==> src/rtl/bmnc_defs.sv <==
// ---------------------------------------------------------------------------
// bmnc_defs
// Shared definitions for the bitonic merge network (BMNC) front-end blocks.
//   - default geometry (N, log_N, elements_width), also used by BMNC_random
//   - loader FSM state encodings
//   - element slice-offset helper: element k starts at bit k*elements_width
// ---------------------------------------------------------------------------
package bmnc_defs;

    localparam int BMNC_N      = 8;
    localparam int BMNC_LOG_N  = 3;
    localparam int BMNC_ELEM_W = 4;

    typedef enum logic {
        ST_FILL = 1'b0,
        ST_FULL = 1'b1
    } bmnc_state_e;

    function automatic int elem_off(input int k, input int w);
        return k * w;
    endfunction

endpackage

==> src/rtl/bmnc_order_check.sv <==
// ---------------------------------------------------------------------------
// bmnc_order_check
// Tracks whether each of the two runs of a batch arrives in non-decreasing
// order. Holds the previously accepted element and a sticky error bit per run.
//
// Ports:
//   clk        in   clock, rising edge
//   reset      in   synchronous, active-low
//   i_acc      in   element accepted this cycle
//   i_elem     in   accepted element (unsigned)
//   i_cnt      in   collect slot of the accepted element (MSB = run index)
//   i_clr      in   batch handed to the output register this cycle
//   o_err      out  sticky error pair including this cycle's accept;
//                   [0] = run 0, [1] = run 1
// ---------------------------------------------------------------------------
module bmnc_order_check
    import bmnc_defs::*;
#(
    parameter int log_N          = BMNC_LOG_N,
    parameter int elements_width = BMNC_ELEM_W
) (
    input  logic                        clk,
    input  logic                        reset,
    input  logic                        i_acc,
    input  logic [0:elements_width-1]   i_elem,
    input  logic [log_N:0]              i_cnt,
    input  logic                        i_clr,
    output logic [0:1]                  o_err
);

    logic [0:elements_width-1] r_prev;
    logic [0:1]                r_err;
    logic                      w_run_start;
    logic                      w_run;

    // Slot 0 of each run starts a fresh run: nothing to compare against.
    assign w_run_start = (i_cnt[log_N-1:0] == '0);
    assign w_run       = i_cnt[log_N];

    // The output already folds in the current element so the top can hand a
    // complete error pair to the output register on the last accept.
    always_comb begin
        o_err = r_err;
        if (i_acc && !w_run_start && (i_elem < r_prev)) begin
            o_err[w_run] = 1'b1;
        end
    end

    always_ff @(posedge clk) begin
        if (!reset) begin
            r_prev <= '0;
            r_err  <= '0;
        end else begin
            if (i_acc) begin
                r_prev <= i_elem;
            end
            r_err <= i_clr ? 2'b00 : o_err;
        end
    end

endmodule

==> src/rtl/bmnc_in_loader.sv <==
// ---------------------------------------------------------------------------
// bmnc_in_loader
// Streaming front-end for the bitonic merge network. Collects 2N elements
// (two N-element runs) into a wide vector, flags out-of-order runs, and
// presents the batch in an output register so the next batch can be
// collected while the current one drains.
//
// Ports:
//   clk        in   clock, rising edge
//   reset      in   synchronous, active-low
//   in_elem    in   incoming element
//   in_valid   in   in_elem valid
//   in_ready   out  loader accepts this cycle (registered)
//   out        out  assembled vector, element k at [k*elements_width +: ...],
//                   element 0 at the MSB end
//   out_valid  out  out holds a complete batch
//   out_ready  in   consumer takes out this cycle
//   out_err    out  [0]: run 0 out of order, [1]: run 1 out of order
// ---------------------------------------------------------------------------
module bmnc_in_loader
    import bmnc_defs::*;
#(
    parameter int N              = BMNC_N,
    parameter int log_N          = BMNC_LOG_N,
    parameter int elements_width = BMNC_ELEM_W
) (
    input  logic                            clk,
    input  logic                            reset,
    input  logic [0:elements_width-1]       in_elem,
    input  logic                            in_valid,
    output logic                            in_ready,
    output logic [0:2*N*elements_width-1]   out,
    output logic                            out_valid,
    input  logic                            out_ready,
    output logic [0:1]                      out_err
);

    localparam int             CNT_W    = log_N + 1;
    localparam int             VEC_W    = 2 * N * elements_width;
    localparam logic [log_N:0] CNT_LAST = CNT_W'(2 * N - 1);
    localparam logic [log_N:0] CNT_ONE  = CNT_W'(1);

    bmnc_state_e         r_state;
    bmnc_state_e         w_state_next;
    logic [log_N:0]      r_cnt;
    logic [0:VEC_W-1]    r_coll;
    logic [0:VEC_W-1]    w_coll_next;
    logic [0:VEC_W-1]    r_out;
    logic [0:1]          r_out_err;
    logic                r_out_valid;
    logic                r_in_ready;
    logic                w_acc;
    logic                w_last;
    logic                w_slot_free;
    logic                w_transfer;
    logic [0:1]          w_err;

    assign w_acc       = in_valid && r_in_ready;
    assign w_last      = w_acc && (r_cnt == CNT_LAST);
    assign w_slot_free = !r_out_valid || out_ready;

    // State register
    always_ff @(posedge clk) begin
        if (!reset) begin
            r_state <= ST_FILL;
        end else begin
            r_state <= w_state_next;
        end
    end

    // Next-state logic
    always_comb begin
        w_state_next = r_state;
        case (r_state)
            ST_FILL: if (w_last && !w_slot_free) w_state_next = ST_FULL;
            ST_FULL: if (w_slot_free)            w_state_next = ST_FILL;
            default:                             w_state_next = ST_FILL;
        endcase
    end

    // FSM outputs
    always_comb begin
        w_transfer = 1'b0;
        case (r_state)
            ST_FILL: w_transfer = w_last && w_slot_free;
            ST_FULL: w_transfer = w_slot_free;
            default: w_transfer = 1'b0;
        endcase
    end

    // in_ready is a flop so out_ready never reaches it combinationally; it
    // follows the state we are about to enter.
    always_ff @(posedge clk) begin
        if (!reset) begin
            r_in_ready <= 1'b0;
        end else begin
            r_in_ready <= (w_state_next == ST_FILL);
        end
    end

    // The collect vector as it will be after this edge; the last element of a
    // batch goes straight to the output register through this path.
    always_comb begin
        w_coll_next = r_coll;
        if (w_acc) begin
            w_coll_next[elem_off(int'(r_cnt), elements_width) +: elements_width] = in_elem;
        end
    end

    always_ff @(posedge clk) begin
        if (!reset) begin
            r_cnt  <= '0;
            r_coll <= '0;
        end else begin
            r_coll <= w_coll_next;
            if (w_acc) begin
                r_cnt <= r_cnt + CNT_ONE;
            end
        end
    end

    bmnc_order_check #(
        .log_N          (log_N),
        .elements_width (elements_width)
    ) u_order_check (
        .clk    (clk),
        .reset  (reset),
        .i_acc  (w_acc),
        .i_elem (in_elem),
        .i_cnt  (r_cnt),
        .i_clr  (w_transfer),
        .o_err  (w_err)
    );

    // Output register: a transfer on the same edge as a drain keeps valid high.
    always_ff @(posedge clk) begin
        if (!reset) begin
            r_out       <= '0;
            r_out_err   <= '0;
            r_out_valid <= 1'b0;
        end else if (w_transfer) begin
            r_out       <= w_coll_next;
            r_out_err   <= w_err;
            r_out_valid <= 1'b1;
        end else if (out_ready) begin
            r_out_valid <= 1'b0;
        end
    end

    assign in_ready  = r_in_ready;
    assign out       = r_out;
    assign out_err   = r_out_err;
    assign out_valid = r_out_valid;

endmodule

==> config.mk <==
export PLATFORM = sky130hd
export DESIGN_NAME = bmnc_in_loader
export DESIGN_NICKNAME = d
export VERILOG_FILES = /design/src/rtl/bmnc_defs.sv /design/src/rtl/bmnc_order_check.sv /design/src/rtl/bmnc_in_loader.sv
export SDC_FILE = /design/constraint.sdc
export NUM_CORES = 1
export LEC_CHECK = 0
export ABC_CLOCK_PERIOD_IN_PS = 2700
export BUFFER_PORTS_ARGS = -buffer_cell sky130_fd_sc_hd__clkbuf_2
export CORE_MARGIN = 2
export CORE_UTILIZATION = 55
export DETAILED_ROUTE_END_ITERATION = 6
export GPL_ROUTABILITY_DRIVEN = 1
export HOLD_SLACK_MARGIN = 0.1
export PLACE_DENSITY = 0.8
export SLEW_MARGIN = 20
export SYNTH_ARGS = -nofsm -noshare
export SYNTH_HDL_FRONTEND = slang
export SYNTH_SLANG_ARGS = --single-unit
==> constraint.sdc <==
create_clock -name clk -period 2.7 [get_ports clk]
set_clock_uncertainty 0.2 [all_clocks]
set_input_delay 0.405 -clock clk [delete_from_list [all_inputs] [get_ports clk]]
set_output_delay 0.405 -clock clk [all_outputs]
set_load 0.01 [all_outputs]
==> results of run 1 <==
routing by layer:
| layer | part of all wire [%] | vias up | routed length (um) | global-route usage (%) |
|---|---|---|---|---|
| met3 | 7.2 | 31 | 1145 | 6.993 |
| met1 | 41 | 2512 | 6473 | 33.98 |
| met5 | 0 | - | 0 | 0 |
| li1 | - | 2450 | - | - |
| met4 | 2.5 | 0 | 403 | 13.92 |
| met2 | 49 | 221 | 7801 | 46.56 |
area by class of cell:
cell class / count / area (um^2) / share of cell area (%)
flip-flops and latches: 143 / 2863 / 40.68
inverters: 31 / 116.4 / 1.654
clock inverters: 6 / 105.1 / 1.494
repair buffers: 90 / 523.0 / 7.432
well taps: 140 / 175.2 / 2.489
multi-input cells: 418 / 2770 / 39.37
clock buffers: 25 / 484.2 / 6.881
cells in the final DEF, fill, tap and decap left out, types with 16 or more instances in the layout:
| cell type | n |
|---|---|
| a211oi_1 | 19 |
| a21oi_1 | 64 |
| a221o_1 | 36 |
| a31o_2 | 16 |
| clkbuf_16 | 16 |
| clkbuf_2 | 75 |
| dfxtp_1 | 143 |
| inv_1 | 30 |
| mux2i_1 | 36 |
| nand2_1 | 76 |
| nor2_1 | 44 |
| nor3_1 | 17 |
| o211ai_1 | 24 |
Yosys cell counts, types with 6 or more instances:
library cell | count | area share [%]
dfxtp_1 | 143 | 47
nand2_1 | 76 | 4.7
a21oi_1 | 64 | 5.3
nor2_1 | 44 | 2.7
a221o_1 | 36 | 6.0
mux2i_1 | 36 | 6.0
inv_1 | 30 | 1.9
o211ai_1 | 24 | 3.0
clkbuf_1 | 23 | 1.4
a211oi_1 | 19 | 2.4
nor3_1 | 17 | 1.4
a31o_2 | 16 | 2.3
or3_1 | 12 | 1.2
buf_2 | 11 | 0.91
ha_1 | 9 | 1.9
o2bb2a_1 | 9 | 1.5
and4_1 | 8 | 1.2
buf_6 | 8 | 1.5
nand4b_1 | 8 | 1.2
nand3_1 | 6 | 0.50
state kept, by name (all words and copies together) (netlist names):
signal	flops
out	64
r_coll	64
r_cnt	4
u_order_check.r_prev	4
out_err	2
u_order_check.r_err	2
in_ready	1
out_valid	1
r_state	1
critical path, delay by kind of cell, from the launching register on:
kind,cells,cell delay [ns]
DFF,1,0.71
adders and majority gates,2,0.66
and+or+nand+nor,1,0.32
muxes,1,0.32
AOI/OAI and AO/OA,1,0.11
power by group:
group	switching, mW	total [mW]	leakage (nW)	internal, mW
sequential	0.0123	2.13	1.15	2.12
combinational	0.118	0.161	1.45	0.0431
clock	0.844	2.34	0.292	1.50
total	0.975	4.64	2.90	3.66
stage by stage:
step	power (mW)	util, %	cells	hold WS [ns]	area, um^2
finish	4.637	65.20	853	0.2091	7037
global route	4.765	65.20	853	0.2190	7037
CTS	4.651	65.20	853	0.1866	7037
detailed placement	2.331	59.37	818	0.2371	6407
global placement	2.323	59.37	818	0.2248	6407
floorplan	2.282	-	642	0.2157	6042
worst paths after layout:
check,start,endpoint,slack [ns],cells after the start
max,r_cnt[1],out[30],0.25,5
min,out_ready,in_ready,0.21,4
max reg2reg,r_cnt[1],out[30],0.25,5
min reg2reg,r_coll[52],r_coll[52],0.25,2
cells by family after synthesis:
| family | synth area share [%] |
|---|---|
| AOI/OAI and AO/OA | 21.99 |
| buffers and inverters | 6.813 |
| DFF | 47.38 |
| muxes | 5.964 |
| adders and majority gates | 1.864 |
| and+or+nand+nor | 15.70 |
| xor gates and xnor gates | 0.2900 |
==> results.cfg, run 1 <==
[worst_setup_path]
worstPathArrival_ns = 2.65
worstSetupEndpointType = flip-flop
cp.required_ns = 2.89
crit_fanout = 22
crit_chain = ha_1, ha_1, nor3b_4, mux2i_1, a211oi_1
critPathLaunchType = flip-flop
path_class = flip-flop to flip-flop
slowest_stage = dfxtp_1
max_stage_delay_ns = 0.71
cpMostUsedCell = ha_1

[floorplan]
die_h_um = 108.8
die_area_um2 = 11840
core-area_um2 = 10790
boundaryPins = 76
die_x_um = 108.8
num_rows = 38
start_util_pct = 55.98

[drt]
ant_nets = 0
vias = 5214
avgRoutedWirePerCell_um = 18.55
route.detailed.drc = 0
routed_wl_mm = 15.82
vias_per_cell = 6.113
drtIter0Drc = 482
dr.pass1.iters = 6

[synthesis]
ys_ff_latch = 143
ys_types = 47
avgSynthCellArea_um2 = 9.411
yosysSeqAreaShare_pct = 47.38
ys.warnings.count = 0
async_flop_share_pct = 0
synth_fp_nets = 659
syn-cell-area_um2 = 6042
synth_ff_type = dfxtp_1
synth_edf_count = 0
synthCells = 642

[layout]
area_growth_pct = 16.46
drive_above_1_share_pct = 19.92
nets = 718
fillCellCount = 834
antenna_cells = 0

[timing]
rsz0062_at_grt = false
tns_ns = 0
hold_viol = 0
worst_pin_slew_ns = 0.8541
slew_viol_final = 0
setup_viol = 0
timing.fmax_mhz = 407.5
relSlewSlack_pct = 43.06
fin_ws_ns = 0.2458
post-route-period-util_pct = 90.90
period_needed_ns = 2.454

[run_status]
status = completed

[clock_network]
insertion_delay_ns = 0.53
clockBufferDepth = 2
postCtsSetupBuffers = 0
cts-root-buf = clkbuf_8
clk_pin_slew_worst_paths_ns = 0.06
cts_made_buffers = 17
cts_tree = done
h-tree-depth = 4
cts_hold_buf = 4
ctsResizeCount = 0
clock-sinks = 143

[grt]
grt.total_usage_pct = 28.09
grt_max_degree = 85
grt_pass1_vias = 5167
grt_pass1_wl_mm = 25.67
overflow = 0
antenna_found_initial = 0

[pwr]
leakage_nw = 2.896
power_density_nw_per_um2 = 659.0
vdd_ir_drop_max_mv = 0.4578

[placed_design]
dp_hpwl_mm = 10.11
dpl_worst_slack_ns = 0.3036
io_buffer_count = 75
place.gp.congestion = 0.8150

[run]
maxCapViolations = 0

[worst_hold_path]
hold_class = input pin to flip-flop
No activity file was read; power rests on OpenSTA's default activity.
==> inputs of run 2 (changes only) <==
- CELL_PAD_IN_SITES_DETAIL_PLACEMENT: not set -> 0
- CELL_PAD_IN_SITES_GLOBAL_PLACEMENT: not set -> 2
- CORE_UTILIZATION: 55 -> 36
- PLACE_DENSITY: 0.8 -> 0.83
==> run 2 against run 1 <==
  * Clock power hardly changed
  * Die area grew 51%
  * Highest routed layer unchanged
  * Final area is 2.1% higher
  * Count of clock-buffer cells in the layout shrank 4
  * Worst hold slack got worse by 0.088 ns
  * Largest power group unchanged
  * Global-route usage is 9.0 points lower
  * Register-to-register slack better by 0.02 ns
  * Critical endpoint is now out[28]
==> results.cfg, run 2 (synthesis gave the netlist of run 1 again) <==
[timing]
worst_pin_slew_ns = 0.6805
relSlewSlack_pct = 54.63
setup_viol = 0
hold_viol = 0
fin_ws_ns = 0.2641
rsz0062_at_grt = false
period_needed_ns = 2.436
tns_ns = 0
timing.fmax_mhz = 410.5
slew_viol_final = 0
post-route-period-util_pct = 90.22

[clock_network]
clock-sinks = 143
postCtsSetupBuffers = 0
h-tree-depth = 4
clockBufferDepth = 2
cts_tree = done
clk_pin_slew_worst_paths_ns = 0.06
cts_made_buffers = 17
cts_hold_buf = 0
insertion_delay_ns = 0.42
cts-root-buf = clkbuf_16
ctsResizeCount = 0

[pwr]
vdd_ir_drop_max_mv = 0.4896
power_density_nw_per_um2 = 645.3
leakage_nw = 2.918

[worst_setup_path]
crit_fanout = 22
worstPathArrival_ns = 2.53
critPathLaunchType = flip-flop
cp.required_ns = 2.79
path_class = flip-flop to flip-flop
r2r_cells = 5
worstSetupEndpointType = flip-flop

[layout]
fin_util_pct = 43.65
nets = 724
area_growth_pct = 18.95
final_cell_mix = dfxtp_1 (143), nand2_1 (76), clkbuf_2 (74), a21oi_1 (64), nor2_1 (44)
antenna_cells = 0
drive_above_1_share_pct = 21.70
final_common_cell = dfxtp_1
layout.cells.non_filler = 939

[drt]
ant_nets = 0
vias_per_cell = 5.420
vias = 5089
routed_wl_mm = 16.85
route.detailed.drc = 0
drtIter0Drc = 336
dr.pass1.iters = 6
avgRoutedWirePerCell_um = 17.94

[floorplan]
die_h_um = 133.6
die_area_um2 = 17840
die_x_um = 133.6
start_util_pct = 36.69
core-area_um2 = 16470
boundaryPins = 76
num_rows = 47

[placed_design]
dp_hpwl_mm = 11.39
place.gp.congestion = 0.7844
io_buffer_count = 75
dpl_worst_slack_ns = 0.2986
numPlacedInstances = 908

[grt]
grt_max_degree = 64
grt_pass1_wl_mm = 26.66
overflow = 0
grt_pass1_vias = 4896
grt.total_usage_pct = 19.12
antenna_found_initial = 1

[run_status]
status = completed

[worst_hold_path]
hold_path_depth = 3
hold_class = input pin to flip-flop

[run]
maxCapViolations = 0
[run 2: cell types whose count changed in the layout (fill, tap and decap cells not counted), sizes merged]
cell / delta
clkinv: +2
bufinv: -1
clkinvlp: +3
clkbuf: -5
buf: +11
dlygate4sd3: -4
[run 2: worst max-delay path, cell delays in order, from the launching register on]
cell      delay (ns)
dfxtp_1         0.72
ha_1            0.40
ha_1            0.20
nor3b_4         0.30
mux2i_1         0.36
a211oi_1        0.12
[run 2: metal layers]
layer  GRT usage (%)  vias up  routed length (um)
li1                -     2467                   -
met1           24.79     2453                7726
met2           29.61      130                7918
met3           4.566       39                 681
met4           9.929        0                 518
met5               0        -                   0
[run 2: final timing paths]
check	to	from	slack, ns
worst min-delay path	u_order_check.r_prev[3]	in_elem[3]	0.12
worst max register to register	out[28]	r_cnt[1]	0.26
worst min register to register	r_coll[52]	r_coll[52]	0.25
worst max-delay path	out[28]	r_cnt[1]	0.26
[run 2: cell type report]
class	instances	area (um^2)
fillers	1633	9279
flip-flops and latches	143	2863
multi-input cells	418	2770
repair buffers	96	570.5
clock buffers	21	480.5
well taps	220	275.3
inverters	31	116.4
clock inverters	10	111.4
[run 2: stage by stage]
stage	hold WS (ns)	instance area (um^2)	power, mW
after floorplan	0.2157	6042	2.282
after global placement	0.2268	6595	2.336
final	0.1211	7187	4.637
after detailed placement	0.2399	6595	2.341
after global routing	0.1317	7187	4.794
after CTS	0.1089	7187	4.678
[run 2: where the power goes]
group          switching, mW  internal [mW]  leakage (nW)  total, mW
Combinational          0.117         0.0430          1.48      0.160
Clock                  0.895           1.45         0.287       2.34
Sequential            0.0146           2.12          1.15       2.14
Total                   1.03           3.61          2.92       4.64
==> inputs of run 3 (changes only) <==
- PLACE_DENSITY: 0.83 -> not set
- PLACE_DENSITY_LB_ADDON: not set -> 0.1
==> run 3 against run 2 <==
  * Global-route usage grew 1.0 points
  * Total power up 5.7%
  * Count of clock-buffer cells in the layout increased by 1
  * First-iteration DRC count fell by 30%
  * Highest routed layer unchanged
  * Sequential share of layout area decreased by 0.49 points
  * Flip-flop and latch count did not move
  * Critical endpoint is now out[38]
  * Critical path depth did not move
==> results.cfg, run 3 (synthesis gave the netlist of run 1 again) <==
[worst_setup_path]
crit_end = out[38]
reg2reg_slack_ns = 0.21
worstSetupEndpointType = flip-flop
cp.required_ns = 2.81
worstPathArrival_ns = 2.60
path_class = flip-flop to flip-flop
critPathLaunchType = flip-flop
r2r_cells = 5
crit_start = r_cnt[0]
r2r_end = out[38]
crit_fanout = 22
r2r_start = r_cnt[0]

[layout]
nets = 730
fin_util_pct = 44.19
area_growth_pct = 20.42
antenna_cells = 0
final_cell_mix = dfxtp_1 (143), nand2_1 (76), clkbuf_2 (74), a21oi_1 (64), nor2_1 (44)
final_common_cell = dfxtp_1
drive_above_1_share_pct = 22.04

[timing]
period_needed_ns = 2.491
slew_viol_final = 0
setup_viol = 0
hold_slack_ns = 0.1313
fin_ws_ns = 0.2092
relSlewSlack_pct = 57.39
post-route-period-util_pct = 92.25
hold_viol = 0
worst_pin_slew_ns = 0.6382
rsz0062_at_grt = false
timing.fmax_mhz = 401.5
tns_ns = 0

[clock_network]
clock-sinks = 143
cts_made_buffers = 17
clk_pin_slew_worst_paths_ns = 0.06
cts_hold_buf = 0
h-tree-depth = 4
cts_tree = done
insertion_delay_ns = 0.42
ctsResizeCount = 0
postCtsSetupBuffers = 0
clockBufferDepth = 2
cts-root-buf = clkbuf_16

[pwr]
leakage_nw = 2.963
p_total_mw = 4.901
power_density_nw_per_um2 = 673.7
vdd_ir_drop_max_mv = 0.4359

[floorplan]
die_h_um = 133.6
die_x_um = 133.6
boundaryPins = 76
num_rows = 47
die_area_um2 = 17840
start_util_pct = 36.69
core-area_um2 = 16470

[placed_design]
dpl_worst_slack_ns = 0.2747
dp_hpwl_mm = 11.90
place.gp.congestion = 0.7525
io_buffer_count = 75

[drt]
drtIter0Drc = 236
routed_wl_mm = 17.55
avgRoutedWirePerCell_um = 18.55
route.detailed.drc = 0
ant_nets = 0
dr.pass1.iters = 4
vias_per_cell = 5.363
vias = 5073

[grt]
grt_max_degree = 62
grt.total_usage_pct = 20.14
antenna_found_initial = 0
overflow = 0
grt_pass1_vias = 4900
grt_pass1_wl_mm = 27.65

[worst_hold_path]
hold_class = input pin to flip-flop

[run]
maxCapViolations = 0

[run_status]
status = completed
==> run 3: cell type report <==
type | instances | area [um^2]
timing repair buffer | 102 | 603.1
fill | 1665 | 9190
inverter | 31 | 116.4
clock inverter | 10 | 183.9
tap | 220 | 275.3
sequential | 143 | 2863
clock buffer | 22 | 464.2
multi-input combinational | 418 | 2770
==> run 3: worst min-delay path by stage <==
stage | start | slack, ns | endpoint | cells after the start
floorplan | r_coll[48] | 0.22 | r_coll[48] | 2
global placement | r_coll[52] | 0.22 | r_coll[52] | 2
detailed placement | r_coll[48] | 0.23 | r_coll[48] | 2
CTS | in_elem[1] | 0.12 | u_order_check.r_prev[1] | 3
global route | in_elem[1] | 0.14 | u_order_check.r_prev[1] | 3
finish | in_elem[1] | 0.13 | u_order_check.r_prev[1] | 3
==> run 3: power by group <==
part | internal (mW) | leakage, nW | switching (mW)
registers | 2.12 | 1.15 | 0.0133
logic | 0.0475 | 1.50 | 0.121
clock network | 1.69 | 0.310 | 0.911
==> run 3: per-stage QoR <==
step / std cells / instance area, um^2
2_1_floorplan: 642 / 6042
3_3_place_gp: 914 / 6628
5_1_grt: 946 / 7276
3_5_place_dp: 914 / 6628
4_1_cts: 946 / 7276
6_report: 946 / 7276
==> run 3: metal layers <==
| layer | track usage (%) | routed length [um] |
|---|---|---|
| met1 | 27.68 | 8424 |
| met2 | 31.84 | 8176 |
| met3 | 4.414 | 712 |
| met4 | 5.851 | 238 |
| met5 | 0 | 0 |
==> run 3: critical path: stages (launching register included) <==
cell     delay (ns)
dfxtp_1        0.73
ha_1           0.41
a21o_4         0.37
buf_4          0.29
a21oi_1        0.10
a221o_1        0.26
